`src/rtl/lab2_proc_xm_stage_buf.sv`:
```
// lab2_proc_xm_stage_buf: X/M result queue that resolves branches and emits a one-cycle redirect
module lab2_proc_xm_stage_buf #(
  parameter int p_depth = 2,
  localparam int AW = $clog2(p_depth)
) (
  input  logic          clk,
  input  logic          reset,
  input  logic          in_val,
  output logic          in_rdy,
  input  logic [31:0]   in_result,
  input  logic          in_ops_eq,
  input  logic          in_ops_lt,
  input  logic          in_ops_ltu,
  input  logic [2:0]    in_br_type,
  input  logic [31:0]   in_br_target,
  input  logic [4:0]    in_rf_waddr,
  input  logic          in_rf_wen,
  input  logic          flush,
  output logic          out_val,
  input  logic          out_rdy,
  output logic [31:0]   out_result,
  output logic [4:0]    out_rf_waddr,
  output logic          out_rf_wen,
  output logic          redirect_val,
  output logic [31:0]   redirect_target,
  output logic [AW:0]   count
);
  logic [37:0]   mem_q [p_depth];
  logic [37:0]   mem_d [p_depth];
  logic [AW-1:0] head_q, head_d, tail_q, tail_d;
  logic [AW:0]   count_q, count_d;
  logic          redirect_val_q, redirect_val_d;
  logic [31:0]   redirect_target_q, redirect_target_d;
  logic          is_br, taken, acc, enq, deq;
  always_comb begin
    // count < p_depth is just the MSB being clear since p_depth is a power of two
    in_rdy = reset && !flush && !count_q[AW];
    out_val = |count_q;
    is_br = in_br_type != 3'd0 && in_br_type != 3'd7;
    taken = in_br_type == 3'd1 ? in_ops_eq  :
            in_br_type == 3'd2 ? !in_ops_eq :
            in_br_type == 3'd3 ? in_ops_lt  :
            in_br_type == 3'd4 ? !in_ops_lt :
            in_br_type == 3'd5 ? in_ops_ltu :
            in_br_type == 3'd6 ? !in_ops_ltu : 1'b0;
    acc = in_val && in_rdy;
    enq = acc && !is_br;
    deq = out_val && out_rdy && !flush;
    count_d = flush ? '0 : count_q + (AW+1)'(enq) - (AW+1)'(deq);
    head_d = flush ? '0 : head_q + AW'(deq);
    tail_d = flush ? '0 : tail_q + AW'(enq);
    redirect_val_d = acc && is_br && taken;
    redirect_target_d = redirect_val_d ? in_br_target : redirect_target_q;
    mem_d = mem_q;
    if (enq) mem_d[tail_q] = {in_result, in_rf_waddr, in_rf_wen && |in_rf_waddr};
    {out_result, out_rf_waddr, out_rf_wen} = out_val ? mem_q[head_q] : '0;
    redirect_val = redirect_val_q;
    redirect_target = redirect_target_q;
    count = count_q;
  end
  always_ff @(posedge clk or negedge reset)
    if (!reset) begin
      count_q <= '0;
      head_q <= '0;
      tail_q <= '0;
      redirect_val_q <= 1'b0;
      redirect_target_q <= '0;
    end else begin
      count_q <= count_d;
      head_q <= head_d;
      tail_q <= tail_d;
      redirect_val_q <= redirect_val_d;
      redirect_target_q <= redirect_target_d;
    end
  always_ff @(posedge clk) mem_q <= mem_d;
endmodule

```
`config.mk`:
```
export PLATFORM = sky130hd
export DESIGN_NAME = lab2_proc_xm_stage_buf
export DESIGN_NICKNAME = d
export VERILOG_FILES = /design/src/rtl/lab2_proc_xm_stage_buf.sv
export SDC_FILE = /design/constraint.sdc
export NUM_CORES = 1
export LEC_CHECK = 0
export ABC_AREA = 0
export CAP_MARGIN = 15
export CORE_UTILIZATION = 41
export DETAILED_ROUTE_END_ITERATION = 8
export PLACE_DENSITY = 0.76
export RECOVER_POWER = 50
export SLEW_MARGIN = 0
export SYNTH_ARGS = -nofsm -noshare
export SYNTH_HDL_FRONTEND = slang
export SYNTH_SLANG_ARGS = --single-unit
```
`constraint.sdc`:
```
create_clock -name clk -period 2.8 [get_ports clk]
set_input_delay 0.84 -clock clk [delete_from_list [all_inputs] [get_ports clk]]
set_output_delay 0.84 -clock clk [all_outputs]
set_load 0.1 [all_outputs]
```
; ---- After elaboration in Yosys (flattened, before gate mapping)
; Index checks and enable logic that the tools add are counted.
[op_classes]
n_addsub = 4
mul = 0
n_div = 0
n_lt_le_gt_ge = 3
eq_ne = 7
n_shift = 0
n_mux = 16
bitwise = 2
reduce_logical = 20
[op_table]
columns = cell, count
row1 = 2-to-1 mux 38 bit, 5
row2 = bitwise mux 76 bit, 1
row3 = demux 38 bit (select 1 bit), 1
row4 = logical AND 1 bit, 11
row5 = == test 3 bit (second input constant), 3
row6 = 2-to-1 mux 1 bit, 8
row7 = == test 3 x 2 -> 1 bit (second input constant), 2
row8 = zero test 1 bit, 6
row9 = OR reduction 5 bit, 1
row10 = greater-or-equal comparator 2 bit (second input constant), 2
row11 = inverter 1 -> 2 bit, 2
row12 = == test 3 x 1 -> 1 bit (second input constant), 1
row13 = inequality test 3 bit (second input constant), 1
row14 = nonzero test 3 bit, 1
row15 = adder 1 bit, 2
row16 = adder 2 x 1 -> 2 bit, 1
row17 = less-than comparator 2 x 1 -> 1 bit (second input constant), 1
row18 = 2-to-1 mux 2 bit, 1
row19 = OR reduction 2 bit, 1
row20 = subtractor 2 x 1 -> 2 bit, 1
[totals]
ff_bits = 113
latchBits = 0
mem_bits_rw = 0
romBits = 0
in_bits = 81
mem_count = 0

; ---- Depth between registers and ports, before layout
; Gate-level depths: netlist (run 1).
[depth]
depth_word = 8
depth_mapped = 9
depth_no_buf = 9

; ---- Least setup slack after synthesis (run 1)
; Ideal clock, no wire load.
[synth_timing]
path_kind = reg2reg
startpoint = register count_q[1] (netlist: count[1])
endpoint = register mem_q[0] (netlist name) (enable)
t_arrival_ns = 3.931
path_slack_ns = -1.564
path_stages_with_launch = 4
synth_period_minus_slack_ns = 4.364
path_cell_list = dfrtp_1 > nor3b_4 > o211ai_1 > nor2_1
[synth_between]
elab_chain_len = 4
[synth_rtl]
columns = element, line
row1 = from (decl), 31  ; logic [AW:0] count_q, count_d;
row2 = from (signal assigned), 69  ; count_q <= count_d;
row3 = zero test 1 bit, 37  ; in_rdy = reset && !flush && !count_q[AW];
row4 = logical AND 1 bit, 37
row5 = via in_rdy, 9  ; output logic in_rdy,
row6 = logical AND 1 bit, 46  ; acc = in_val && in_rdy;
row7 = logical AND 1 bit, 47  ; enq = acc && !is_br;
row8 = to (signal assigned), 75  ; always_ff @(posedge clk) mem_q <= mem_d;
row9 = to (decl), 28  ; logic [37:0] mem_q [p_depth];
; The timed path passes the listed nets, and every way through them passes these cells.
; A chain may end at the register's enable or synchronous reset.

; ---- Worst setup path in the final report (run 1)
[layout_timing]
startpoint = register count_q[1] (netlist: count[1])
endpoint = output port out_result[1]
[layout_between]
elab_chain_len = 2
[layout_rtl]
columns = element, line
row1 = OR reduction 2 bit, 38  ; out_val = |count_q;
row2 = 2-to-1 mux 38 bit, 56  ; {out_result, out_rf_waddr, out_rf_wen} = out_val ? mem_q[head_q] : '0;
row3 = to (decl), 21  ; output logic [31:0] out_result,
; No other way between the ends.

==> flow_summary.ini, run 1 <==
[synthesis]
yosysSeqAreaShare_pct = 71.10
netlist.area_leader.share_pct = 50.58
synth_common_cells = 76 x edfxtp_1, 44 x nor2_1, 38 x mux2i_1, 37 x dfrtp_1, 30 x mux2_4
yosys-top-cells-area = edfxtp_1 51%, dfrtp_1 21%, mux2_4 10%
syn_avg_cell_area_um2 = 17.09
syn-num-nets = 346
synth_most_common_cell = edfxtp_1
syn_area_mm2 = 0.004512
ys_ff_latch = 113
netlist_instances = 264
synth_edf_count = 76
postSynth.asyncResetShare_pct = 32.74
synth_cell_types = 28
yosys_warnings = 0
yosys_most_used_dff = edfxtp_1
yosysTopAreaCell = edfxtp_1

[setup_path]
worstPathArrival_ns = 1.86
cp_slowest_stage_delay_ns = 0.52
cp_num_buf_inv = 2
cp_max_fo = 16
reg2reg_from = count[1]
regToRegEndpoint = count[1]
crit_required_ns = 1.96
critical_path_class = reg -> out
cp_common_cell = buf_12
r2r_slack_ns = 0.50
cp_cell_sequence = nor2_4, buf_12, nor2_2, buf_12
start_kind = register
critPathCaptureType = primary output
ff2ff_path_depth = 9
cp_top_family = flip-flops
cpMaxStageDelayCell = dfrtp_4

[floorplan]
die_height_um = 106.9
die_width_um = 106.9
core_region_area_mm2 = 0.01051
start_util_pct = 42.93
pin_count = 156
num_rows = 37
dieArea_mm2 = 0.01143

[detailed_routing]
wirelength_mm = 9.176
ant_nets = 0
wl_per_cell_um = 15.66
drt-initial-drc-count = 90
route.detailed.drc = 0
viasPerCell = 4.744
vias = 2780
first_pass_iters = 4

[clocking]
htreeDepth = 4
cts_setup_buffers = 0
cts_root_buf = clkbuf_8
cts_buffers = 17
clockBufferDepth = 2
clkLatencyLatePin_ns = 0.51
ctsResizeCount = 0
path_clk_slew_ns = 0.05
cts_tree = built
cts.sinks = 113
ctsHoldBuffers = 0

[status]
status = complete, no violations

[global_routing]
grt_pass1_wl_mm = 14.28
grt_pass1_vias = 2787
grt.total_usage_pct = 17.28
overflow = 0
grt_start_max_net_pins = 40
antenna_found_initial = 0

[layout]
fin_util_pct = 69.08
area_growth_pct = 60.90
drive_above_1_share_pct = 42.22
final_cells = 586
fin_nets = 520
stdcell_area_mm2 = 0.007259
diodes = 0

[sta]
report.final.slew_viol_count = 0
final.period_utilization_pct = 96.44
hold_viol = 0
rsz0062_at_grt = no
finalCriticalPeriod_ns = 2.700
tightestPinTransition_ns = 0.5598
setup_viol = 0
fmax_mhz = 370.3
clock_skew_ns = 0.008517
worst_hold_slack_ns = 0.4625
slew_headroom_pct = 62.84

[placed_design]
dp_hpwl_mm = 6.410
gp_congestion = 0.7707
placedCellCount = 555
numPortBuffers = 155
place_area_mm2 = 0.006874

[power]
ir_drop_mv = 0.6582
cellPowerDensity_mw_per_mm2 = 819.3
p_leak_nw = 2.704
total_power_mw = 5.948

[run]
cap_violations = 0

[worst_hold_path]
hold_class = in -> async
==> how the worst max path moves through the flow <==
stage,endpoint,start,cells after the start,slack [ns]
2_1_floorplan,mem_q[0],reset,3,-0.56
3_3_place_gp,redirect_target[5],in_br_type[0],6,-0.006
3_5_place_dp,redirect_target[4],in_br_type[1],6,-0.06
4_1_cts,out_result[1],count[1],4,0.05
5_1_grt,out_result[1],count[1],4,0.01
6_report,out_result[1],count[1],4,0.1
==> worst reg2reg max path: stages, from the launching register on <==
cell and delay, ns:
dfrtp_4 0.52, nor2_4 0.31, inv_1 0.15, and2_1 0.24
and2b_2 0.22, xnor2_1 0.12, ha_1 0.20, xor2_1 0.15
and3_1 0.18, nor3_1 0.13
==> cell families (layout without fill, tap and decap cells) <==
kind of cell               count (synthesis)  count (layout)  share of synthesized area (%)
muxes                                     72              72                          19.41
xor gates and xnor gates                   4               4                         0.7766
DFF                                      113             113                          71.10
and+or+nand+nor                           55              55                          5.491
buffers and inverters                     14             200                          1.719
AOI/OAI and AO/OA                          5               5                          1.220
adders and majority gates                  1               1                         0.2773
==> cell usage in the layout, fill, tap and decap left out, drive strengths merged <==
cell	count
and2b	1
ha	1
o21a	1
nor3b	2
nor3	2
xor2	1
edfxtp	76
clkdlybuf4s50	42
o211ai	2
clkinvlp	1
dlygate4sd3	37
and2	1
nor2b	1
a21oi	1
nand2	1
a2111oi	1
inv	2
and3	2
mux2	34
mux2i	38
clkbuf	57
clkinv	9
nor2	44
dfrtp	37
xnor2	3
buf	52
or4	1
==> final cells by class <==
class,count,area (um^2)
Clock buffer,21,429.2
Clock inverter,10,46.29
Fill cell,724,3249
Inverter,2,7.507
Multi-Input combinational cell,137,1455
Sequential cell,113,3217
Tap cell,136,170.2
Timing Repair Buffer,167,1934
==> where the power goes <==
part           leakage, nW  total, mW  internal [mW]  switching (mW)
logic                 1.34       2.20          0.587            1.61
clock network        0.233       1.72           1.05           0.667
registers             1.13       2.03           1.94          0.0932
total                 2.70       5.95           3.58            2.37
==> routing by layer <==
metal	track usage, %	vias to the layer above	wire (um)
li1	-	1311	-
met1	21.28	1332	3889
met2	26.64	125	4439
met3	7.720	12	757
met4	6.751	0	89
met5	0	-	0
==> per-stage QoR <==
step / setup slack [ns] / TNS, ns
after floorplan: -0.5645 / -57.85
after global placement: -0.006090 / -0.1126
after detailed placement: -0.06182 / -1.647
after CTS: 0.04549 / 0
after global routing: 0.01467 / 0
final: 0.09968 / 0
==> registers in the layout (all words and copies together) (netlist names) <==
register / count
count: 2
head_q: 1
redirect_val: 1
mem_q: 76
tail_q: 1
redirect_target: 32
Power figures use the tool's default switching activity.
==> run 2, diff against run 1 <==
Settings changed: CORE_UTILIZATION 41 to 45, GPL_TIMING_DRIVEN from default to 0, PLACE_DENSITY 0.76 to 0.8.
Clock period 2.8 ns to 3 ns, I/O delays scaled along.
==> run 2 against run 1 <==
Clock-buffer cell count unchanged. Routed wire length increased by 7.1%. Clock skew grew 0.0012 ns. Die area is 8.7% lower. Clock power rose by 19%. Final area is 2.5% lower. First-iteration DRC count decreased by 31%. Utilization grew 3.7 points. Largest power group unchanged.
==> flow_summary.ini, run 2 (same netlist as run 1, synthesis figures left out) <==
[status]
status = complete, no violations

[setup_path]
regToRegEndpoint = mem_q[46]
cp-startpoint = count[0]
critPathCaptureType = primary output
worstPathArrival_ns = 2.05
reg2reg_from = count[1]
cp_slowest_stage_delay_ns = 1.16
cp_max_fo = 3
cp_cell_sequence = clkdlybuf4s50_1
start_kind = register
crit_required_ns = 2.10
cp_num_buf_inv = 1
ff2ff_path_depth = 4
critical_path_class = reg -> out
cp_top_family = buffers and inverters
r2r_slack_ns = 0.68
cpMaxStageDelayCell = clkdlybuf4s50_1
cp.depth = 1
endpoint = count[0]

[layout]
largest_reg_flops = 76
final_cells = 587
nFillCells = 665
area_growth_pct = 56.91
regMostFlops = mem_q
fin_nets = 522
drive_above_1_share_pct = 35.98
mostFrequentLayoutCell = edfxtp_1
final_cell_mix = 76 x edfxtp_1, 74 x clkdlybuf4s50_1, 38 x dlygate4sd3_1

[clocking]
clkLatencyLatePin_ns = 0.51
cts_tree = built
cts_buffers = 17
cts_setup_buffers = 0
cts_root_buf = clkbuf_8
ctsHoldBuffers = 0
htreeDepth = 4
path_clk_slew_ns = 0.05
cts.sinks = 113
clockBufferDepth = 2

[placed_design]
numPortBuffers = 155
dp_hpwl_mm = 6.681
gp_congestion = 0.6675
place_ws_ns = -1.033
placedCellCount = 552

[detailed_routing]
wl_per_cell_um = 16.74
route.detailed.drc = 0
ant_nets = 0
vias = 2852
drt-initial-drc-count = 62
first_pass_iters = 4
viasPerCell = 4.859
wirelength_mm = 9.826

[worst_hold_path]
hold_class = in -> async

[sta]
rsz0062_at_grt = yes
slew_headroom_pct = 33.15
tightestPinTransition_ns = 0.9997
report.final.slew_viol_count = 0
fmax_mhz = 339.5
final.period_utilization_pct = 98.20
worst_slack_ns = 0.05406
setup_viol = 0
worst_hold_slack_ns = 0.3537
finalCriticalPeriod_ns = 2.946
clock_skew_ns = 0.009756
hold_viol = 0

[power]
cellPowerDensity_mw_per_mm2 = 845.3
ir_drop_mv = 0.6528
total_power_mw = 5.984
p_leak_nw = 2.637

[global_routing]
grt_pass1_vias = 2992
grt_start_max_net_pins = 39
grt.total_usage_pct = 19.79
antenna_found_initial = 1
overflow = 0
grt_pass1_wl_mm = 14.95

[run]
cap_violations = 0

[floorplan]
core_region_area_mm2 = 0.009729
dieArea_mm2 = 0.01043
die_width_um = 102.1
start_util_pct = 46.37
pin_count = 156
die_height_um = 102.1
num_rows = 36
[run 2: cell count changes in the layout (fill, tap and decap cells not counted), sizes merged]
cell and delta:
buf -17, dlygate4sd3 +1, clkdlybuf4s50 +32, clkinvlp +1, clkdlybuf4s15 +8, bufinv +4, diode +1, dlygate4sd2 +3
clkbuf -25, clkinv -4
[run 2: worst min-delay path by stage]
stage	from	endpoint	slack, ns	cells past startpoint
5_1_grt	reset	redirect_target[6]	0.36	1
6_report	reset	redirect_target[6]	0.35	1
4_1_cts	reset	redirect_target[6]	0.35	1
2_1_floorplan	reset	count[0]	0.60	0
3_3_place_gp	redirect_target[27]	redirect_target[27]	0.50	1
3_5_place_dp	redirect_target[16]	redirect_target[16]	0.49	1
[run 2: metal layers]
metal	track usage (%)	wire, um	vias to the layer above
met5	0	0	-
met4	5.275	88	0
met3	9.713	850	10
met2	33.20	5104	117
met1	22.59	3783	1405
li1	-	-	1320
[run 2: repair_timing]
action                     in CTS  in global routing
pin swaps                       2                  0
setup endpoints to repair     117                 35
gates resized for setup       219                 14
[run 2: layout make-up]
type / instances / area (um^2) / area share [%]
Inverter: 2 / 7.507 / 0.1060
Clock inverter: 11 / 161.4 / 2.280
Sequential cell: 113 / 3213 / 45.39
Tap cell: 133 / 166.4 / 2.351
Antenna cell: 1 / 2.502 / 0.03535
Buffer: 12 / 111.4 / 1.573
Timing Repair Buffer: 157 / 1518 / 21.44
Multi-Input combinational cell: 137 / 1450 / 20.48
Clock buffer: 21 / 449.2 / 6.345
[run 2: where the power goes]
| group | switching, mW | total, mW | internal, mW |
|---|---|---|---|
| Sequential | 0.0818 | 1.89 | 1.81 |
| Clock | 0.654 | 2.04 | 1.38 |
| Combinational | 1.50 | 2.06 | 0.563 |
| Total | 2.23 | 5.98 | 3.75 |
[run 2: stage by stage]
step	util (%)	setup TNS, ns	area [um^2]
after floorplan	-	-42.32	4747
after global placement	66.45	-206.65	6465
after detailed placement	66.40	-97.25	6460
after CTS	72.00	0	7005
after global routing	72.74	-0.04426	7077
final	72.76	0	7079
==> run 3, diff against run 2 <==
Settings changed: CELL_PAD_IN_SITES_DETAIL_PLACEMENT from default to 1, CELL_PAD_IN_SITES_GLOBAL_PLACEMENT from default to 1, CORE_UTILIZATION 45 to 37, PLACE_DENSITY 0.8 to default, PLACE_DENSITY_LB_ADDON from default to 0.1.
==> run 3 against run 2 <==
Worst setup slack improved by 0.0095 ns. Sequential power about the same. Sequential cell count did not move. Critical path type is now in -> out. Critical path depth up 2. Largest cell class unchanged. Largest power group unchanged.
==> flow_summary.ini, run 3 (same netlist as run 1, synthesis figures left out) <==
[floorplan]
dieArea_mm2 = 0.01264
die_height_um = 112.4
die_width_um = 112.4
start_util_pct = 38.69
core_region_area_mm2 = 0.01166
pin_count = 156
num_rows = 39

[placed_design]
place_area_mm2 = 0.006492
placedCellCount = 563
numPortBuffers = 155
dp_hpwl_mm = 7.213
gp_congestion = 0.6681

[sta]
report.final.slew_viol_count = 0
final.period_utilization_pct = 97.88
fmax_mhz = 340.5
worst_hold_slack_ns = 0.4533
finalCriticalPeriod_ns = 2.936
tightestPinTransition_ns = 1.032
hold_viol = 0
slew_headroom_pct = 31.01
clock_skew_ns = 0.006981
rsz0062_at_grt = no
setup_viol = 0

[setup_path]
worstPathArrival_ns = 2.04
critical_path_class = in -> out
reg2reg_from = count[1]
critPathCaptureType = primary output
crit_required_ns = 2.10
cp-startpoint = flush
start_kind = input port
cp_max_fo = 6

[detailed_routing]
first_pass_iters = 4
top_layer_used = met4
routed-wl-met3_um = 855
ant_nets = 0
wirelength_mm = 10.76
route.detailed.drc = 0
drt-initial-drc-count = 119
viasPerCell = 4.760
vias = 2851
route.met2.wl_mm = 5.546
wl_per_cell_um = 17.96
wl_met1_mm = 4.185

[layout]
area_growth_pct = 55.44
mostFrequentLayoutCell = clkdlybuf4s50_1
regMostFlops = mem_q
largest_reg_flops = 76
final_cell_mix = 77 x clkdlybuf4s50_1, 76 x edfxtp_1, 37 x mux2i_1, 37 x dlygate4sd3_1, 35 x dfrtp_1
fin_nets = 525
diodes = 0
final_cells = 599
stdcell_area_mm2 = 0.007013
drive_above_1_share_pct = 34.65
fin_util_pct = 60.13
nFillCells = 1097

[power]
p_leak_nw = 2.609
ir_drop_mv = 0.5644
cellPowerDensity_mw_per_mm2 = 844.1

[status]
status = complete, no violations

[clocking]
cts_root_buf = clkbuf_16
cts.sinks = 113
htreeDepth = 4
cts_tree = built
clockBufferDepth = 2
cts_buffers = 17
path_clk_slew_ns = 0.05
clkLatencyLatePin_ns = 0.41
ctsHoldBuffers = 0

[global_routing]
antenna_found_initial = 0
grt_pass1_vias = 3359
grt_pass1_wl_mm = 17.10
overflow = 0
grt_start_max_net_pins = 39
grt.total_usage_pct = 18.33

[run]
cap_violations = 0

[worst_hold_path]
hold_class = in -> async
-- run 3: stage by stage --
step	setup TNS, ns	setup slack (ns)	total power [mW]
after floorplan	-42.32	-0.4245	3.465
after global placement	-223.40	-2.139	3.983
after detailed placement	-87.28	-1.045	4.003
after CTS	-0.06564	-0.05160	5.986
after global routing	0	0.005639	6.090
final	0	0.06354	5.920
-- run 3: path summary, 6_finish.rpt --
kind / to / slack, ns / cells after the start
worst max-delay path: in_rdy / 0.06 / 3
worst min-delay path: redirect_target[21] / 0.45 / 1
worst max register to register: redirect_target[26] / 0.80 / 5
worst min register to register: redirect_target[9] / 0.51 / 1
max in group asynchronous: count[1] / 2.16 / 1
min in group clk: redirect_target[9] / 0.51 / 1
-- run 3: final cells by class --
cell class                      count  area, um^2  area share [%]
Inverter                            2       7.507          0.1070
Clock buffer                       25       505.5           7.208
Buffer                             12       103.9           1.481
Timing Repair Buffer              159        1469           20.95
Multi-Input combinational cell    138        1455           20.75
Tap cell                          143       178.9           2.551
Sequential cell                   113        3213           45.82
Clock inverter                      7       80.08           1.142
-- run 3: worst max-delay path, cell delays in order --
cell	delay, ns
clkdlybuf4s50_1	0.56
nor3b_4	0.30
buf_6	0.27
-- run 3: what timing repair did --
action	CTS	global route
buffers inserted	2	1
setup endpoints to repair	130	32
pin swaps	4	2
gates resized for setup	192	15
gates cloned	1	0
endpoints found under the hold margin	0	0
-- run 3: per-layer routing --
| metal | up-vias | global-route usage, % |
|---|---|---|
| met5 | - | 0 |
| met4 | 0 | 8.267 |
| met3 | 13 | 7.289 |
| met2 | 110 | 31.68 |
| met1 | 1405 | 19.83 |
| li1 | 1323 | - |
-- run 3: where the power goes --
part / leakage (nW) / internal [mW] / total, mW / switching (mW)
logic: 1.19 / 0.560 / 2.06 / 1.50
clock network: 0.287 / 1.32 / 1.97 / 0.652
registers: 1.14 / 1.81 / 1.89 / 0.0822
==> edit (flow settings as in run 2) <==
Set the parameter `p_depth` to 4 (it was 2).
--- a/src/rtl/lab2_proc_xm_stage_buf.sv
+++ b/src/rtl/lab2_proc_xm_stage_buf.sv
@@ -1,5 +1,5 @@
 // lab2_proc_xm_stage_buf: X/M result queue that resolves branches and emits a one-cycle redirect
 module lab2_proc_xm_stage_buf #(
-  parameter int p_depth = 2,
+  parameter int p_depth = 4,
   localparam int AW = $clog2(p_depth)
 ) (
Ports: changed (resized count); port bits go from 156 to 157. The function was not compared with the original's and may differ.
==> edit against run 2 <==
Maximum frequency grew 0.50%; combinational power grew to 2.7 times the old value; setup slack improved by 15 ps; power grew 82%; routed wire length increased by 54%; sequential cell count rose by 79; count of clock-buffer cells in the layout shrank 3; clock power up 4%; critical path depth increased by 5; final area is 47% higher; final cell count up 32%; die area grew 63%; synthesized area grew 65%; critical endpoint is now out_result[21]; clock skew decreased by 3.8 ps.
==> edit: results (changes against run 2) <==
| Metric | Value |
|---|---|
| CP max FO | `7 (+4)` |
| WP data arrival | `2030 ps (-20 ps)` |
| Worst r2r src | `count[2]` |
| Max FFs per register | `152 (+100%)` |
| GRT Total Usage | `18.9% (-0.93 points)` |
| Total clock buffers created by CTS | `17 (unchanged)` |
| Top cell types by occurrence after synthesis | `edfxtp_1 (152), dfrtp_1 (40), nor2b_1 (40)` |
| Async set-reset flop share out of synthesis | `20.8% (-12 points)` |
| Fin nets | `629 (+20%)` |
| Initial DRC Count | `192 (+210%)` |
| Clock Path Buffers | `2 (unchanged)` |
| Ranking of synthesized cells by area | `edfxtp_1 (61%), dfrtp_1 (13%), mux4_2 (12%), mux2_2 (4.7%), nor2b_1 (3.4%)` |
| First-pass iteration count of the detailed router | `4 (unchanged)` |
| Standby leakage power | `3.65 nW (+38%)` |
| Post-detailed-placement half-perimeter wirelength | `10.1 mm (+51%)` |
| Count of filler cells inserted in the layout | `1096 (+65%)` |
| Capturing point of the worst reg2reg path | `count[2]` |
| Reported net switching power | `0.00509 W (+130%)` |
| Antenna Diode Count | `0 (-1)` |
| Routability cong. | `0.794 (+19%)` |
| Tightest Hold Check Type | `primary input to asynchronous set/reset pin` |
| Sequential area share after synthesis | `74.9% (+3.8 points)` |
| Number of enable flip-flop cells after synthesis | `152 (+100%)` |
| Vias in the first global route | `4318 (+44%)` |
| Post-Synthesis Net Count | `441 (+27%)` |
| Register-to-Register Setup Slack | `420 ps (-260 ps)` |
| Wire length of the first global-routing pass | `23.1 mm (+55%)` |
| Maximum single-stage delay on the critical path | `470 ps (-690 ps)` |
| Buffer cell driving the clock tree root | `clkbuf_16` |
| H-Tree Depth | `4 (unchanged)` |
| Average wire length per cell after detail routing | `19.6 um (+17%)` |
| Pin count of the biggest net entering global routing | `43 (+10%)` |
| CP Launch Point | `head_q[0]` |
| Share of post-route cells with drive strength above 1 | `38.3% (+2.3 points)` |
| Worst rel slew slack | `19.6% (-14 points)` |
| Critical Path Sink | `out_result[21]` |
| R2R depth | `10 (+6)` |
| Syn. warnings | `0 (unchanged)` |
| Worst path slowest cell | `mux4_2` |
| Total placed instance area | `9550 um^2 (+48%)` |
| Clock edge transition at the registers on the reported setup and hold paths | `60 ps` |
| Later-pin clock latency in the skew report | `420 ps (-90 ps)` |
| Worst vdd ir | `0.986 mV (+51%)` |
| Outcome | `finished clean` |
| Total via count in the routed design | `3982 (+40%)` |
| Final clock skew | `5.93 ps (-3.83 ps)` |
[edit: cell types whose count changed after synthesis, sizes merged, moves of 3 or more]
cell | before | now
clkbuf | 5 | 8
mux4 | 0 | 38
dfrtp | 37 | 40
nor2 | 44 | 6
nor2b | 1 | 40
mux2i | 38 | 0
edfxtp | 76 | 152
[edit: layout make-up]
cell class | instances | area, um^2 | area share [%]
plain buffers | 14 | 128 | 1.22
repair buffers | 171 | 1950 | 18.7
well taps | 216 | 270 | 2.59
multi-input cells | 146 | 1970 | 18.9
inverters | 3 | 11.3 | 0.108
clock buffers | 18 | 429 | 4.11
clock inverters | 12 | 119 | 1.14
flip-flops and latches | 192 | 5570 | 53.3
[edit: kinds of logic after synthesis]
kind of cell / count (synthesis) / synth area share, %
buffers and inverters: 19 / 1.43
and+or+nand+nor: 61 / 5.00
adders and majority gates: 3 / 0.606
muxes: 72 / 16.7
xor gates and xnor gates: 5 / 0.590
AOI/OAI and AO/OA: 5 / 0.758
DFF: 192 / 74.9
[edit: per-stage QoR]
step / power (W) / worst slack (ps) / cells / hold slack (ps) / setup TNS (ps)
4_1_cts: 0.0108 / -42.9 / 772 / 452 / -137
6_report: 0.0109 / 68.7 / 772 / 370 / 0
2_1_floorplan: 0.00722 / -265 / 357 / 597 / -9980
3_3_place_gp: 0.00842 / -2570 / 728 / 468 / -463520
5_1_grt: 0.0112 / -10.8 / 772 / 399 / -24.4
3_5_place_dp: 0.00847 / -1020 / 736 / 487 / -114790
[edit: metal layers]
metal | vias to the layer above | track usage (%) | wire length, um
li1 | 1778 | - | -
met1 | 2023 | 22.4 | 5940
met2 | 161 | 32.2 | 7740
met3 | 18 | 6.27 | 1180
met4 | 2 | 6.69 | 220
met5 | - | 0 | 10
[edit: how the worst min path moves through the flow]
stage	endpoint	slack, ps
after floorplan	count[0]	600
final	redirect_target[9]	370
after detailed placement	redirect_target[5]	490
after global placement	redirect_target[5]	470
after CTS	redirect_target[24]	450
after global routing	redirect_target[8]	400
[edit: worst max-delay path: cells and delay by family, from the launching register on]
| kind | cells | cell delay [ps] |
|---|---|---|
| simple gates | 1 | 160 |
| buf+inv | 4 | 620 |
| flops | 1 | 360 |
| mux | 1 | 470 |
[edit: power by group through the flow]
| stage | registers, W | clock network [W] | logic [W] |
|---|---|---|---|
| 3_5_place_dp | 0.00330 | 0 | 0.00516 |
| 2_1_floorplan | 0.00488 | 0 | 0.00234 |
| 3_3_place_gp | 0.00329 | 0 | 0.00513 |
| 5_1_grt | 0.00328 | 0.00225 | 0.00568 |
| 4_1_cts | 0.00326 | 0.00215 | 0.00543 |
| 6_report | 0.00325 | 0.00212 | 0.00552 |
[edit: repair_timing]
item	4_1_cts	5_1_grt
cloned	2	0
gates resized for setup	310	31
setup endpoints to repair	130	36
buffers inserted	4	2
